`src/rtl/muldiv_pkg.sv`:
```
// Shared types and constants for the iterative RV32M multiply/divide unit.
package muldiv_pkg;
  localparam int XLEN       = 32;
  localparam int ITERATIONS = 32;

  typedef enum logic [2:0] {
    F3_MUL    = 3'b000,
    F3_MULH   = 3'b001,
    F3_MULHSU = 3'b010,
    F3_MULHU  = 3'b011,
    F3_DIV    = 3'b100,
    F3_DIVU   = 3'b101,
    F3_REM    = 3'b110,
    F3_REMU   = 3'b111
  } funct3_e;

  typedef enum logic [1:0] {S_IDLE, S_RUN, S_FIN} state_e;

  function automatic logic a_signed(funct3_e f);
    return (f == F3_MULH) || (f == F3_MULHSU) || (f == F3_DIV) || (f == F3_REM);
  endfunction

  function automatic logic b_signed(funct3_e f);
    return (f == F3_MULH) || (f == F3_DIV) || (f == F3_REM);
  endfunction
endpackage

```
`src/rtl/muldiv_if.sv`:
```
// Request/response bundle between the issuing stage and the muldiv unit.
interface muldiv_if;
  import muldiv_pkg::*;
  logic            start;
  logic [2:0]      funct3;
  logic [XLEN-1:0] op_a;
  logic [XLEN-1:0] op_b;
  logic            busy;
  logic            done;
  logic [XLEN-1:0] result;

  modport master (output start, funct3, op_a, op_b, input busy, done, result);
  modport slave  (input start, funct3, op_a, op_b, output busy, done, result);
endinterface

```
`src/rtl/muldiv_divstep.sv`:
```
// One restoring-division step: shift in a dividend bit, subtract divisor if it fits.
module muldiv_divstep
  import muldiv_pkg::*;
(
  input  logic [XLEN-1:0] i_rem,
  input  logic            i_bit,
  input  logic [XLEN-1:0] i_dvsr,
  output logic [XLEN-1:0] o_rem,
  output logic            o_qbit
);
  logic [XLEN:0]   w_shift;
  logic [XLEN-1:0] w_diff;

  assign w_shift = {i_rem, i_bit};
  // When the divisor fits, the true difference is below 2^XLEN, so the low bits suffice.
  assign w_diff  = w_shift[XLEN-1:0] - i_dvsr;
  assign o_qbit  = (w_shift >= {1'b0, i_dvsr});
  assign o_rem   = o_qbit ? w_diff : w_shift[XLEN-1:0];
endmodule

```
`src/rtl/muldiv_unit.sv`:
```
// Iterative RV32M multiply/divide: fixed 32-cycle run, shift-add multiply, restoring divide.
module muldiv_unit
  import muldiv_pkg::*;
(
  input  logic     clk,
  input  logic     rst,
  muldiv_if.slave  bus
);
  state_e          r_state;
  logic [4:0]      r_cnt;
  funct3_e         r_f3;
  logic [XLEN-1:0] r_a, r_b;
  logic [63:0]     r_acc, r_mcand;
  logic [XLEN-1:0] r_mplier, r_rem, r_quo, r_dvsr;
  logic            r_busy, r_done;
  logic [XLEN-1:0] r_result;

  funct3_e         w_f3_in;
  logic            w_a_sgn_in, w_b_sgn_in, w_a_neg, w_b_neg, w_div_zero, w_qbit;
  logic [XLEN-1:0] w_rem_nxt, w_quo_fin, w_res;
  logic [63:0]     w_acc_nxt, w_prod;

  assign w_f3_in    = funct3_e'(bus.funct3);
  assign w_a_sgn_in = a_signed(w_f3_in) & bus.op_a[XLEN-1];
  assign w_b_sgn_in = b_signed(w_f3_in) & bus.op_b[XLEN-1];
  assign w_a_neg    = a_signed(r_f3) & r_a[XLEN-1];
  assign w_b_neg    = b_signed(r_f3) & r_b[XLEN-1];
  assign w_div_zero = (r_b == '0);

  // Only the low 32 multiplier bits are iterated; a negative B's bit-32 weight (-2^32)
  // is folded in as a single subtraction of A<<32 on the final iteration.
  assign w_acc_nxt  = r_acc + (r_mplier[0] ? r_mcand : 64'd0);
  assign w_prod     = w_acc_nxt - (w_b_neg ? {r_mcand[62:0], 1'b0} : 64'd0);

  muldiv_divstep u_divstep (
    .i_rem  (r_rem),
    .i_bit  (r_quo[XLEN-1]),
    .i_dvsr (r_dvsr),
    .o_rem  (w_rem_nxt),
    .o_qbit (w_qbit)
  );
  assign w_quo_fin = {r_quo[XLEN-2:0], w_qbit};

  always_comb begin
    w_res = w_prod[XLEN-1:0];
    case (r_f3)
      F3_MULH, F3_MULHSU, F3_MULHU: w_res = w_prod[63:32];
      F3_DIV:  w_res = w_div_zero ? '1 : ((w_a_neg ^ w_b_neg) ? -w_quo_fin : w_quo_fin);
      F3_DIVU: w_res = w_quo_fin;
      F3_REM:  w_res = w_div_zero ? r_a : (w_a_neg ? -w_rem_nxt : w_rem_nxt);
      F3_REMU: w_res = w_rem_nxt;
      default: ;
    endcase
  end

  always_ff @(posedge clk) begin
    if (rst) begin
      r_state  <= S_IDLE;
      r_cnt    <= '0;
      r_f3     <= F3_MUL;
      r_a      <= '0;
      r_b      <= '0;
      r_acc    <= '0;
      r_mcand  <= '0;
      r_mplier <= '0;
      r_rem    <= '0;
      r_quo    <= '0;
      r_dvsr   <= '0;
      r_busy   <= 1'b0;
      r_done   <= 1'b0;
      r_result <= '0;
    end else begin
      case (r_state)
        S_IDLE: begin
          r_done <= 1'b0;
          if (bus.start) begin
            r_f3     <= w_f3_in;
            r_a      <= bus.op_a;
            r_b      <= bus.op_b;
            r_cnt    <= '0;
            r_acc    <= '0;
            r_mcand  <= {{32{w_a_sgn_in}}, bus.op_a};
            r_mplier <= bus.op_b;
            r_rem    <= '0;
            r_quo    <= w_a_sgn_in ? -bus.op_a : bus.op_a;
            r_dvsr   <= w_b_sgn_in ? -bus.op_b : bus.op_b;
            r_busy   <= 1'b1;
            r_state  <= S_RUN;
          end
        end
        S_RUN: begin
          r_cnt    <= r_cnt + 5'd1;
          r_acc    <= w_acc_nxt;
          r_mcand  <= {r_mcand[62:0], 1'b0};
          r_mplier <= {1'b0, r_mplier[XLEN-1:1]};
          r_rem    <= w_rem_nxt;
          r_quo    <= w_quo_fin;
          if (r_cnt == 5'(ITERATIONS - 1)) begin
            r_result <= w_res;
            r_done   <= 1'b1;
            r_state  <= S_FIN;
          end
        end
        S_FIN: begin
          r_done  <= 1'b0;
          r_busy  <= 1'b0;
          r_state <= S_IDLE;
        end
        default: r_state <= S_IDLE;
      endcase
    end
  end

  assign bus.busy   = r_busy;
  assign bus.done   = r_done;
  assign bus.result = r_result;
endmodule

```
`src/flat_wrapper.sv`:
```
// flat-port wrapper written by rule: the top's interface ports become plain ports
module muldiv_unit_flat import muldiv_pkg::*;
  (clk, rst, bus_start, bus_funct3, bus_op_a, bus_op_b, bus_busy, bus_done, bus_result);
  muldiv_if bus_i ();
  input  logic clk;
  input  logic rst;
  input wire logic [$bits(bus_i.start)-1:0] bus_start;
  input wire logic [$bits(bus_i.funct3)-1:0] bus_funct3;
  input wire logic [$bits(bus_i.op_a)-1:0] bus_op_a;
  input wire logic [$bits(bus_i.op_b)-1:0] bus_op_b;
  output wire logic [$bits(bus_i.busy)-1:0] bus_busy;
  output wire logic [$bits(bus_i.done)-1:0] bus_done;
  output wire logic [$bits(bus_i.result)-1:0] bus_result;
  assign bus_i.start = bus_start;
  assign bus_i.funct3 = bus_funct3;
  assign bus_i.op_a = bus_op_a;
  assign bus_i.op_b = bus_op_b;
  assign bus_busy = bus_i.busy;
  assign bus_done = bus_i.done;
  assign bus_result = bus_i.result;
  muldiv_unit u_core (.clk(clk), .rst(rst), .bus(bus_i));
endmodule
```
`config.mk`:
```
export PLATFORM = sky130hd
export DESIGN_NAME = muldiv_unit_flat
export DESIGN_NICKNAME = d
export VERILOG_FILES = /design/src/rtl/muldiv_pkg.sv /design/src/rtl/muldiv_if.sv /design/src/rtl/muldiv_divstep.sv /design/src/rtl/muldiv_unit.sv /design/src/flat_wrapper.sv
export SDC_FILE = /design/constraint.sdc
export NUM_CORES = 1
export LEC_CHECK = 0
export BUFFER_PORTS_ARGS = -buffer_cell sky130_fd_sc_hd__buf_2
export CORE_AREA = 2 2 263 265
export CTS_CLUSTER_DIAMETER = 150
export DETAILED_ROUTE_END_ITERATION = 6
export DIE_AREA = 0 0 265 267
export HOLD_SLACK_MARGIN = 0.02
export PLACE_DENSITY = 0.68
export SETUP_SLACK_MARGIN = 0.15
export SLEW_MARGIN = 20
export SYNTH_ARGS = -nofsm -noshare
export SYNTH_HDL_FRONTEND = slang
export SYNTH_SLANG_ARGS = --single-unit
```
`constraint.sdc`:
```
create_clock -name clk -period 5.75 [get_ports clk]
set_input_delay 0.575 -clock clk [delete_from_list [all_inputs] [get_ports clk]]
set_output_delay 0.575 -clock clk [all_outputs]
set_load 0.05 [all_outputs]
```
# Word-level counts from Yosys, hierarchy flattened
# Index checks and enable logic that the tools add are counted.
# word_totals
output_inout_bits,34
ff_bits,364
word_cells,96
input_bits,70
# classes
n_mux,29
n_eq_ne,16
n_addsub,8
n_reduce_logical,23
order_cmp,1
bitwise,5
# op_table
op,n
$mux W32,10
$mux W64,4
$pmux W64 S2,2
$pmux W32 S2,3
$pmux W32 S5,1
$neg A32 Y32,4
$add A64 B64 Y64,1
$sub A64 B64 Y64,1
$ge A33 B32 Y1,1
$logic_not A32 Y1,1
$sub A32 B32 Y32,1
$eq A3 B3 Y1 const B,6
$reduce_and A2 Y1,6
$logic_or A1 B1 Y1,10
$pmux W5 S2,1
$eq A3 B2 Y1 const B,3
$eq A3 B1 Y1 const B,2
$reduce_bool A2 Y1,3
$add A5 B1 Y5 const B,1
$eq A5 B5 Y1 const B,1
$mux W5,1
$and A1 B1 Y1,4
$mux W2,2
$pmux W1 S2,2
other kinds (10),11

# Logic depth before layout (Yosys ltp)
# Gate-level depths: netlist of the first run.
# depth
ltp_word,9
depth_mapped,32
depth_no_buf,30

# Cells and area by module
# From an unflattened synthesis of the first run, not the netlist that was laid out.
# hier_totals
hier_cells,3722
hier_area_um2,27458.8
# by_module_without_submodules
module,instances,cells_each,area_per_inst_um2
muldiv_unit,1,3399,25127.8
muldiv_divstep,1,323,2331.0

# Worst setup path before layout of the first run
# Ideal clock, no wire load.
# synth_path
path_type,reg-to-reg
start,reg u_core.r_mplier[0]
end,reg u_core.r_result[22] (netlist: u_core.bus.result[22])
path_stages_with_launch,31
setup_time_ns,0.061
path_slack_ns,-0.022
path_buffers,3
arrival_time_ns,5.711
required_time_ns,5.689
cell_sequence,dfxtp_1 -> clkbuf_1 -> clkbuf_1 -> and2_1 -> ha_1 -> buf_2 -> and4_1 -> and2_1 -> o2111ai_1 -> o211ai_4 -> o21a_1 -> o21ai_0 -> nand2b_1 -> a21o_1 -> a21o_1 -> xor2_1 -> ha_1 -> a21o_1 -> a21o_1 -> a21oi_1 -> o21ai_0 -> or3_1 -> o21ai_0 -> a21oi_1 -> a31oi_1 -> o21a_1 -> o211ai_2 -> a211oi_2 -> o311ai_0 -> a21oi_1 -> o221a_1
# synth_via
elab_chain_cells,4
# synth_lines
item,line_no,source
"start, declared",muldiv_unit.sv:14,"logic [XLEN-1:0] r_mplier, r_rem, r_quo, r_dvsr;"
"start signal, assigned",muldiv_unit.sv:83,r_mplier <= bus.op_b;
"start signal, assigned",muldiv_unit.sv:95,"r_mplier <= {1'b0, r_mplier[XLEN-1:1]};"
$mux W64,muldiv_unit.sv:32,assign w_acc_nxt = r_acc + (r_mplier[0] ? r_mcand : 64'd0);
$add A64 B64 Y64,muldiv_unit.sv:32,
$sub A64 B64 Y64,muldiv_unit.sv:33,"assign w_prod = w_acc_nxt - (w_b_neg ? {r_mcand[62:0], 1'b0} : 64'd0);"
$pmux W32 S5,muldiv_unit.sv:46,case (r_f3)
"end signal, assigned",muldiv_unit.sv:99,r_result <= w_res;
"end, declared",muldiv_unit.sv:16,logic [XLEN-1:0] r_result;
# Every way passes these cells.
# A chain may end at the register's enable or synchronous reset.

# Final worst setup path of the first run
# layout_path
start,reg u_core.r_mplier[0]
end,reg u_core.r_result[27] (netlist: u_core.bus.result[27])
# Same word-level chain as after synthesis.

==> results.sh, run 1 <==
export IMPL_post_route_period_util_pct=99.4
export IMPL_holdWs_ps=236
export IMPL_grt_ovfl_total=0
export IMPL_cts_root_buf="clkbuf_16"
export IMPL_grt_max_degree=181
export IMPL_ff_latch_area_mm2=0.00727
export IMPL_top_level_ports=104
export IMPL_critPathKind="flop to flop"
export IMPL_syn_area_mm2=0.0270
export IMPL_synth_distinct_cells=107
export IMPL_drt_iter0_drc=2892
export IMPL_drc=0
export IMPL_period_minus_slack_ps=5710
export IMPL_core_area_mm2=0.0680
export IMPL_dpl_hpwl_um=71800
export IMPL_setup_viol=0
export IMPL_drt_wirelength_per_cell_um=20.1
export IMPL_worstReg2RegStart="u_core.r_mplier[0]$_SDFFE_PP0P_"
export IMPL_multi_input_area_mm2=0.0194
export IMPL_dieArea_mm2=0.0708
export IMPL_layout_drive_gt1_share_pct=17.4
export IMPL_layout_setup_ws_ps=37.0
export IMPL_arrival_ps=6180
export IMPL_synth_edf_count=0
export IMPL_synthCells=3648
export IMPL_reg2reg_depth=26
export IMPL_hold_end="u_core.r_f3[1]$_SDFFE_PP0P_"
export IMPL_ys_async_sr_fraction_pct=0
export IMPL_p_leak_nw=13.6
export IMPL_die_w_um=265
export IMPL_holdBufCountCts=0
export IMPL_clk_latency_ps=620
export IMPL_layout_nets=4146
export IMPL_hold_class="primary input to flop"
export IMPL_critical_path_max_stage_delay_ps=420
export IMPL_num_rows=96
export IMPL_tns_ps=0
export IMPL_end_kind="flop"
export IMPL_dp_slack_ps=-224
export IMPL_max_slew_margin_pct=25.1
export IMPL_ys_flop_type="dfxtp_1"
export IMPL_cts_max_level=2
export IMPL_worst_pin_slew_ps=1120
export IMPL_cpMaxStageDelayCell="dfxtp_4"
export IMPL_grt_pass1_wl_um=149000
export IMPL_drv_cap=0
export IMPL_cp_common_cell="buf_4"
export IMPL_r2r_end="u_core.bus.result[27]$_SDFFE_PP0P_"
export IMPL_start_util_pct=39.7
export IMPL_avgViaCountPerCell=5.91
export IMPL_path_clk_slew_ps=60
export IMPL_antennaDiodeCount=0
export IMPL_clock_skew_ps=43.2
export IMPL_postRouteAntennaNets=0
export IMPL_cts_tree="done"
export IMPL_cts_num_sinks=363
export IMPL_cp_required_ps=6220
export IMPL_worst_setup_path_start_kind="flop"
export IMPL_power_density_mw_per_mm2=443
export IMPL_crit_path_max_fanout=7
export IMPL_rsz0062_at_grt="yes"
export IMPL_cts_buffers=44
export IMPL_hp_start="bus_funct3[1]"
export IMPL_ir_drop_mv=0.870
export IMPL_wl_um=96800
export IMPL_antenna_found_initial=4
export IMPL_final_hold_viol_count=0
export IMPL_gr_usage_all_layers_pct=26.3
export IMPL_synth_net_count=3884
export IMPL_fp_dieH_um=267
export IMPL_syn_to_final_growth_pct=20.8
export IMPL_drv_slew=0
export IMPL_synth_seq_cells=363
export IMPL_fmax_mhz=175
export IMPL_holdPathStages=3
export IMPL_ys_warn_count=0
export IMPL_syn_area_per_cell_um2=7.41
export IMPL_grt_pass1_vias=26400
export IMPL_port_buffers=103
export IMPL_nFillCells=6728
export IMPL_cts_buffer_depth=3
export IMPL_routed_via_count=28500
export IMPL_gp_congestion=1.04
export IMPL_firstDrtPassIters=6
export IMPL_r2r_slack_ps=40
export IMPL_yosysSeqAreaShare_pct=26.9
export IMPL_status="completed"
==> sequential cells by signal, summed over array words and instances, names as in the netlist, 31 cells and up <==
register / cells
u_core.r_acc: 64
u_core.r_mcand: 64
u_core.bus.result: 32
u_core.r_a: 32
u_core.r_dvsr: 32
u_core.r_mplier: 32
u_core.r_quo: 32
u_core.r_rem: 32
u_core.r_b: 31
==> metal layers <==
metal / wire length [um] / share of wire, % / vias to the layer above / track usage [%]
met1: 43300 / 45 / 13600 / 36.7
met3: 8230 / 8.5 / 181 / 5.42
met5: 34 / 0.035 / - / 0
met4: 2770 / 2.9 / 6 / 7.85
li1: - / - / 13700 / -
met2: 42400 / 44 / 1031 / 40.7
==> power by group <==
group	switching [mW]	internal, mW
clock	1.22	1.68
combinational	5.31	3.29
sequential	0.227	2.72
==> worst max-delay path by stage <==
stage / depth (start not counted) / to / slack (ps) / startpoint
global placement: 27 / u_core.bus.result[27]$_SDFFE_PP0P_ / -150 / u_core.r_mplier[0]$_SDFFE_PP0P_
floorplan: 30 / u_core.bus.result[24]$_SDFFE_PP0P_ / 160 / u_core.r_mplier[0]$_SDFFE_PP0P_
finish: 26 / u_core.bus.result[27]$_SDFFE_PP0P_ / 40 / u_core.r_mplier[0]$_SDFFE_PP0P_
detailed placement: 27 / u_core.bus.result[27]$_SDFFE_PP0P_ / -220 / u_core.r_mplier[0]$_SDFFE_PP0P_
CTS: 29 / u_core.bus.result[27]$_SDFFE_PP0P_ / 140 / u_core.r_mplier[0]$_SDFFE_PP0P_
global route: 29 / u_core.bus.result[31]$_SDFFE_PP0P_ / -200 / u_core.r_mplier[0]$_SDFFE_PP0P_
==> area by class of cell <==
type                       instances  share of cell area, %
sequential                       363                   22.3
timing repair buffer             431                   9.37
inverter                          98                   1.13
tap                              882                   3.38
multi-input combinational       2972                   59.3
clock inverter                    18                  0.808
clock buffer                      60                   3.74
==> kinds of logic (layout without fill, tap and decap cells) <==
family	count (synthesis)	count (layout)	synth area share [%]
simple gates	1344	1344	22.7
compound gates	1183	1183	28.5
flops	363	363	26.9
buf+inv	313	607	4.45
xor+xnor	234	234	7.95
fa+ha+maj	166	166	7.77
mux	45	45	1.73
==> cells in the mapped netlist (all sizes together), types with 32 or more instances <==
cell type  number  area, um2
nand4          32        200
nor3           77        407
o21ai         155        791
xor2           88        771
a211oi         48        388
mux2i          32        320
inv            98        368
nor2          354       1330
nand3          68        340
clkbuf        188        707
dfxtp         363       7270
a21o           73        548
and2           90        563
xnor2         139       1220
nand2         542       2040
a221oi         39        389
a31oi          86        544
a22oi         129        968
ha            163       2040
a21oi         432       2180
==> critical path, delay by kind of cell, from the launching register on <==
| kind | cells | cell delay, ps |
|---|---|---|
| AND/OR/NAND/NOR | 5 | 560 |
| XOR/XNOR | 1 | 160 |
| AO/OA/AOI/OAI | 12 | 2920 |
| flip-flops | 1 | 420 |
| buffers and inverters | 5 | 640 |
| adder cells (fa/ha/maj) | 3 | 850 |
==> placed cells by master, fill, tap and decap left out, types with 13 or more instances in the layout <==
cell type  instances
nand2b_1          30
o21a_1            21
nor2b_1           13
o31ai_1           22
nor4_1            29
o31a_1            16
o21ai_1           25
o221ai_1          20
dfxtp_1          361
a221oi_1          26
o211ai_1          23
xor2_1            83
o21bai_1          24
nor3_1            70
ha_1             149
a31oi_1           83
nand4_1           32
a21oi_2           20
o21ai_0          118
inv_1             95
a21oi_1          409
nor2_1           349
a22oi_1          129
nand3_1           67
xnor2_1          130
and3_1            27
nand2_1          535
a21o_1            73
and2_1            79
clkbuf_16         44
buf_2            102
or3_1             20
mux2i_1           32
buf_4            319
a211oi_1          39
==> timing repair <==
item / in CTS / in global routing
setup endpoints to repair: 29 / 31
setup buffers: 10 / 12
gates resized for setup: 47 / 118
pin swaps: 28 / 67
==> through the flow <==
step | cell area, um2 | cells | utilization [%] | total power, mW
detailed placement | 30200 | 4724 | 44.4 | 11.2
CTS | 32000 | 4812 | 47.0 | 14.2
floorplan | 27000 | 3648 | - | 8.70
global placement | 30200 | 4724 | 44.4 | 11.1
global route | 32700 | 4824 | 48.0 | 15.2
finish | 32700 | 4824 | 48.0 | 14.5
No activity file was read; power rests on OpenSTA's default activity.
==> inputs of run 2 (changes only) <==
--- a/config.mk
+++ b/config.mk
@@ -13,7 +13,7 @@
 export HOLD_SLACK_MARGIN = 0.02
 export PLACE_DENSITY = 0.68
 export SETUP_SLACK_MARGIN = 0.15
-export SLEW_MARGIN = 20
+export SLEW_MARGIN = 10
 export SYNTH_ARGS = -nofsm -noshare
 export SYNTH_HDL_FRONTEND = slang
 export SYNTH_SLANG_ARGS = --single-unit
==> constraint.sdc (replaced) <==
create_clock -name clk -period 5.2 [get_ports clk]
set_input_delay 0.52 -clock clk [delete_from_list [all_inputs] [get_ports clk]]
set_output_delay 0.52 -clock clk [all_outputs]
set_load 0.05 [all_outputs]
==> run 2 against run 1 <==
Effect of this change:
- critical endpoint unchanged
- the flow now finishes with violations (negative setup slack)
- flip-flop and latch count stayed put
- critical path type unchanged
- power grew 18%
- critical path depth fell by 1
- die area did not move
- clock power is 14% higher
- largest cell class unchanged
- final cell count increased by 4.6%
- worst setup slack lost 390 ps
- maximum frequency is 3.0% higher
- sequential share of layout area is 1.3 points lower
- first-iteration DRC count down 5.2%
==> results.sh, run 2 (synthesis gave the netlist of run 1 again) <==
export IMPL_status="complete, but fails checks"
export IMPL_violations="negative setup slack"
export IMPL_antennaDiodeCount=0
export IMPL_grt_max_degree=172
export IMPL_clk_latency_ps=600
export IMPL_critPathKind="flop to flop"
export IMPL_critical_path_max_stage_delay_ps=380
export IMPL_layout_drive_gt1_share_pct=22.6
export IMPL_path_clk_slew_ps=70
export IMPL_dieArea_mm2=0.0708
export IMPL_postRouteAntennaNets=0
export IMPL_cts_root_buf="clkbuf_16"
export IMPL_setup_viol=28
export IMPL_top_level_ports=104
export IMPL_cpMaxStageDelayCell="dfxtp_4"
export IMPL_dpl_hpwl_um=76000
export IMPL_stdcell_count=5045
export IMPL_hp_start="bus_op_a[31]"
export IMPL_critPathLaunch="u_core.r_mplier[0]$_SDFFE_PP0P_"
export IMPL_start_util_pct=39.7
export IMPL_firstDrtPassIters=6
export IMPL_ir_drop_mv=0.681
export IMPL_drc=0
export IMPL_worst_setup_path_start_kind="flop"
export IMPL_core_area_mm2=0.0680
export IMPL_wl_um=102000
export IMPL_die_w_um=265
export IMPL_total_power_mw=17.0
export IMPL_worst_pin_slew_ps=1270
export IMPL_layout_setup_ws_ps=-348
export IMPL_holdBufCountCts=0
export IMPL_worst_path_buf_inv=4
export IMPL_timing_critical_path_max_delay_family="compound AO/OA/AOI/OAI gates"
export IMPL_gp_congestion=1.02
export IMPL_syn_to_final_growth_pct=28.2
export IMPL_crit_path_max_fanout=17
export IMPL_period_minus_slack_ps=5550
export IMPL_cp_required_ps=5680
export IMPL_drt_wirelength_per_cell_um=20.2
export IMPL_grt_ovfl_total=0
export IMPL_drv_cap=0
export IMPL_avgViaCountPerCell=5.86
export IMPL_rsz0062_at_grt="yes"
export IMPL_p_leak_nw=14.7
export IMPL_cts_tree="done"
export IMPL_cp_num_cells=25
export IMPL_switching_share_pct=46.2
export IMPL_final_area_mm2=0.0346
export IMPL_clock_skew_ps=24.6
export IMPL_cp_common_cell="a21o_1"
export IMPL_clockPowerShare_pct=19.6
export IMPL_cts_buffers=46
export IMPL_fmax_mhz=180
export IMPL_gr_usage_all_layers_pct=28.0
export IMPL_combinationalPowerShare_pct=61.2
export IMPL_final_common_cell="nand2_1"
export IMPL_max_slew_margin_pct=15.2
export IMPL_dp_cells=4939
export IMPL_routed_via_count=29600
export IMPL_hold_class="primary input to flop"
export IMPL_port_buffers=103
export IMPL_place_area_mm2=0.0321
export IMPL_cts_num_sinks=363
export IMPL_worstReg2RegStart="u_core.r_mplier[0]$_SDFFE_PP0P_"
export IMPL_grt_pass1_wl_um=158000
export IMPL_seqPwrFrac_pct=19.2
export IMPL_antenna_found_initial=6
export IMPL_drt_iter0_drc=2741
export IMPL_fp_dieH_um=267
export IMPL_num_rows=96
export IMPL_top_regs="u_core.r_acc: 64 flops, u_core.r_mcand: 64 flops"
export IMPL_reg2reg_depth=25
export IMPL_cts_buffer_depth=3
export IMPL_internal_power_mw=9.14
export IMPL_post_route_period_util_pct=107
export IMPL_final_hold_viol_count=0
export IMPL_drv_slew=0
export IMPL_p_switching_mw=7.85
export IMPL_end_kind="flop"
export IMPL_grt_pass1_vias=27600
export IMPL_arrival_ps=6030
export IMPL_dp_slack_ps=-513
export IMPL_cts_max_level=2
export IMPL_layout_nets=4368
export IMPL_power_density_mw_per_mm2=490
export IMPL_holdPathStages=3
export IMPL_layout_common_cells="533 x nand2_1, 528 x buf_4, 409 x a21oi_1"
## run 2: cell count changes in the layout (fill, tap and decap cells not counted), sizes merged
cell	change
bufinv	-1
buf	+220
clkbuf	-2
clkinvlp	+1
inv	+2
clkinv	+1
## run 2: tightest hold or removal path, stage by stage
cell and delay, ps:
buf_2 120, nand3_1 60, a21oi_1 60
## run 2: cell type report
| cell class | count | area, um2 |
|---|---|---|
| clock buffers | 58 | 1320 |
| clock inverters | 21 | 220 |
| multi-input cells | 2972 | 19600 |
| flip-flops and latches | 363 | 7270 |
| inverters | 98 | 368 |
| well taps | 882 | 1100 |
| fillers | 6558 | 33400 |
| repair buffers | 651 | 4760 |
## run 2: power by group through the flow
stage | clock network, mW | logic [mW] | registers (mW)
2_1_floorplan | 0 | 6.45 | 3.21
3_3_place_gp | 0 | 9.63 | 3.30
3_5_place_dp | 0 | 9.69 | 3.30
4_1_cts | 3.37 | 9.96 | 3.24
5_1_grt | 3.49 | 11.2 | 3.27
6_report | 3.33 | 10.4 | 3.25
## run 2: repair_timing
item	4_1_cts	5_1_grt
resized for setup	95	61
setup endpoints to repair	32	32
pin swaps	70	48
buffers inserted	18	9
gates cloned	0	0
## run 2: path summary, 6_finish.rpt
kind / slack (ps) / end
min reg2reg: 450 / u_core.r_b[28]$_SDFFE_PP0P_
max reg2reg: -350 / u_core.bus.result[27]$_SDFFE_PP0P_
min: 220 / u_core.r_quo[31]$_SDFFE_PP0P_
max: -350 / u_core.bus.result[27]$_SDFFE_PP0P_
## run 2: layer usage
layer / track usage, % / wire length (um) / up-vias
met4: 13.0 / 4930 / 6
met3: 3.87 / 7360 / 249
met5: 0 / 34 / -
li1: - / - / 14200
met1: 36.8 / 43800 / 14000
met2: 45.3 / 45800 / 1166
## run 2: through the flow
step / util (%) / hold WS, ps / TNS, ps
6_report: 50.9 / 215 / -5850
5_1_grt: 50.9 / 214 / -15430
4_1_cts: 50.4 / 197 / -4090
3_5_place_dp: 47.2 / 447 / -9760
3_3_place_gp: 47.2 / 441 / -8600
2_1_floorplan: - / 433 / -135
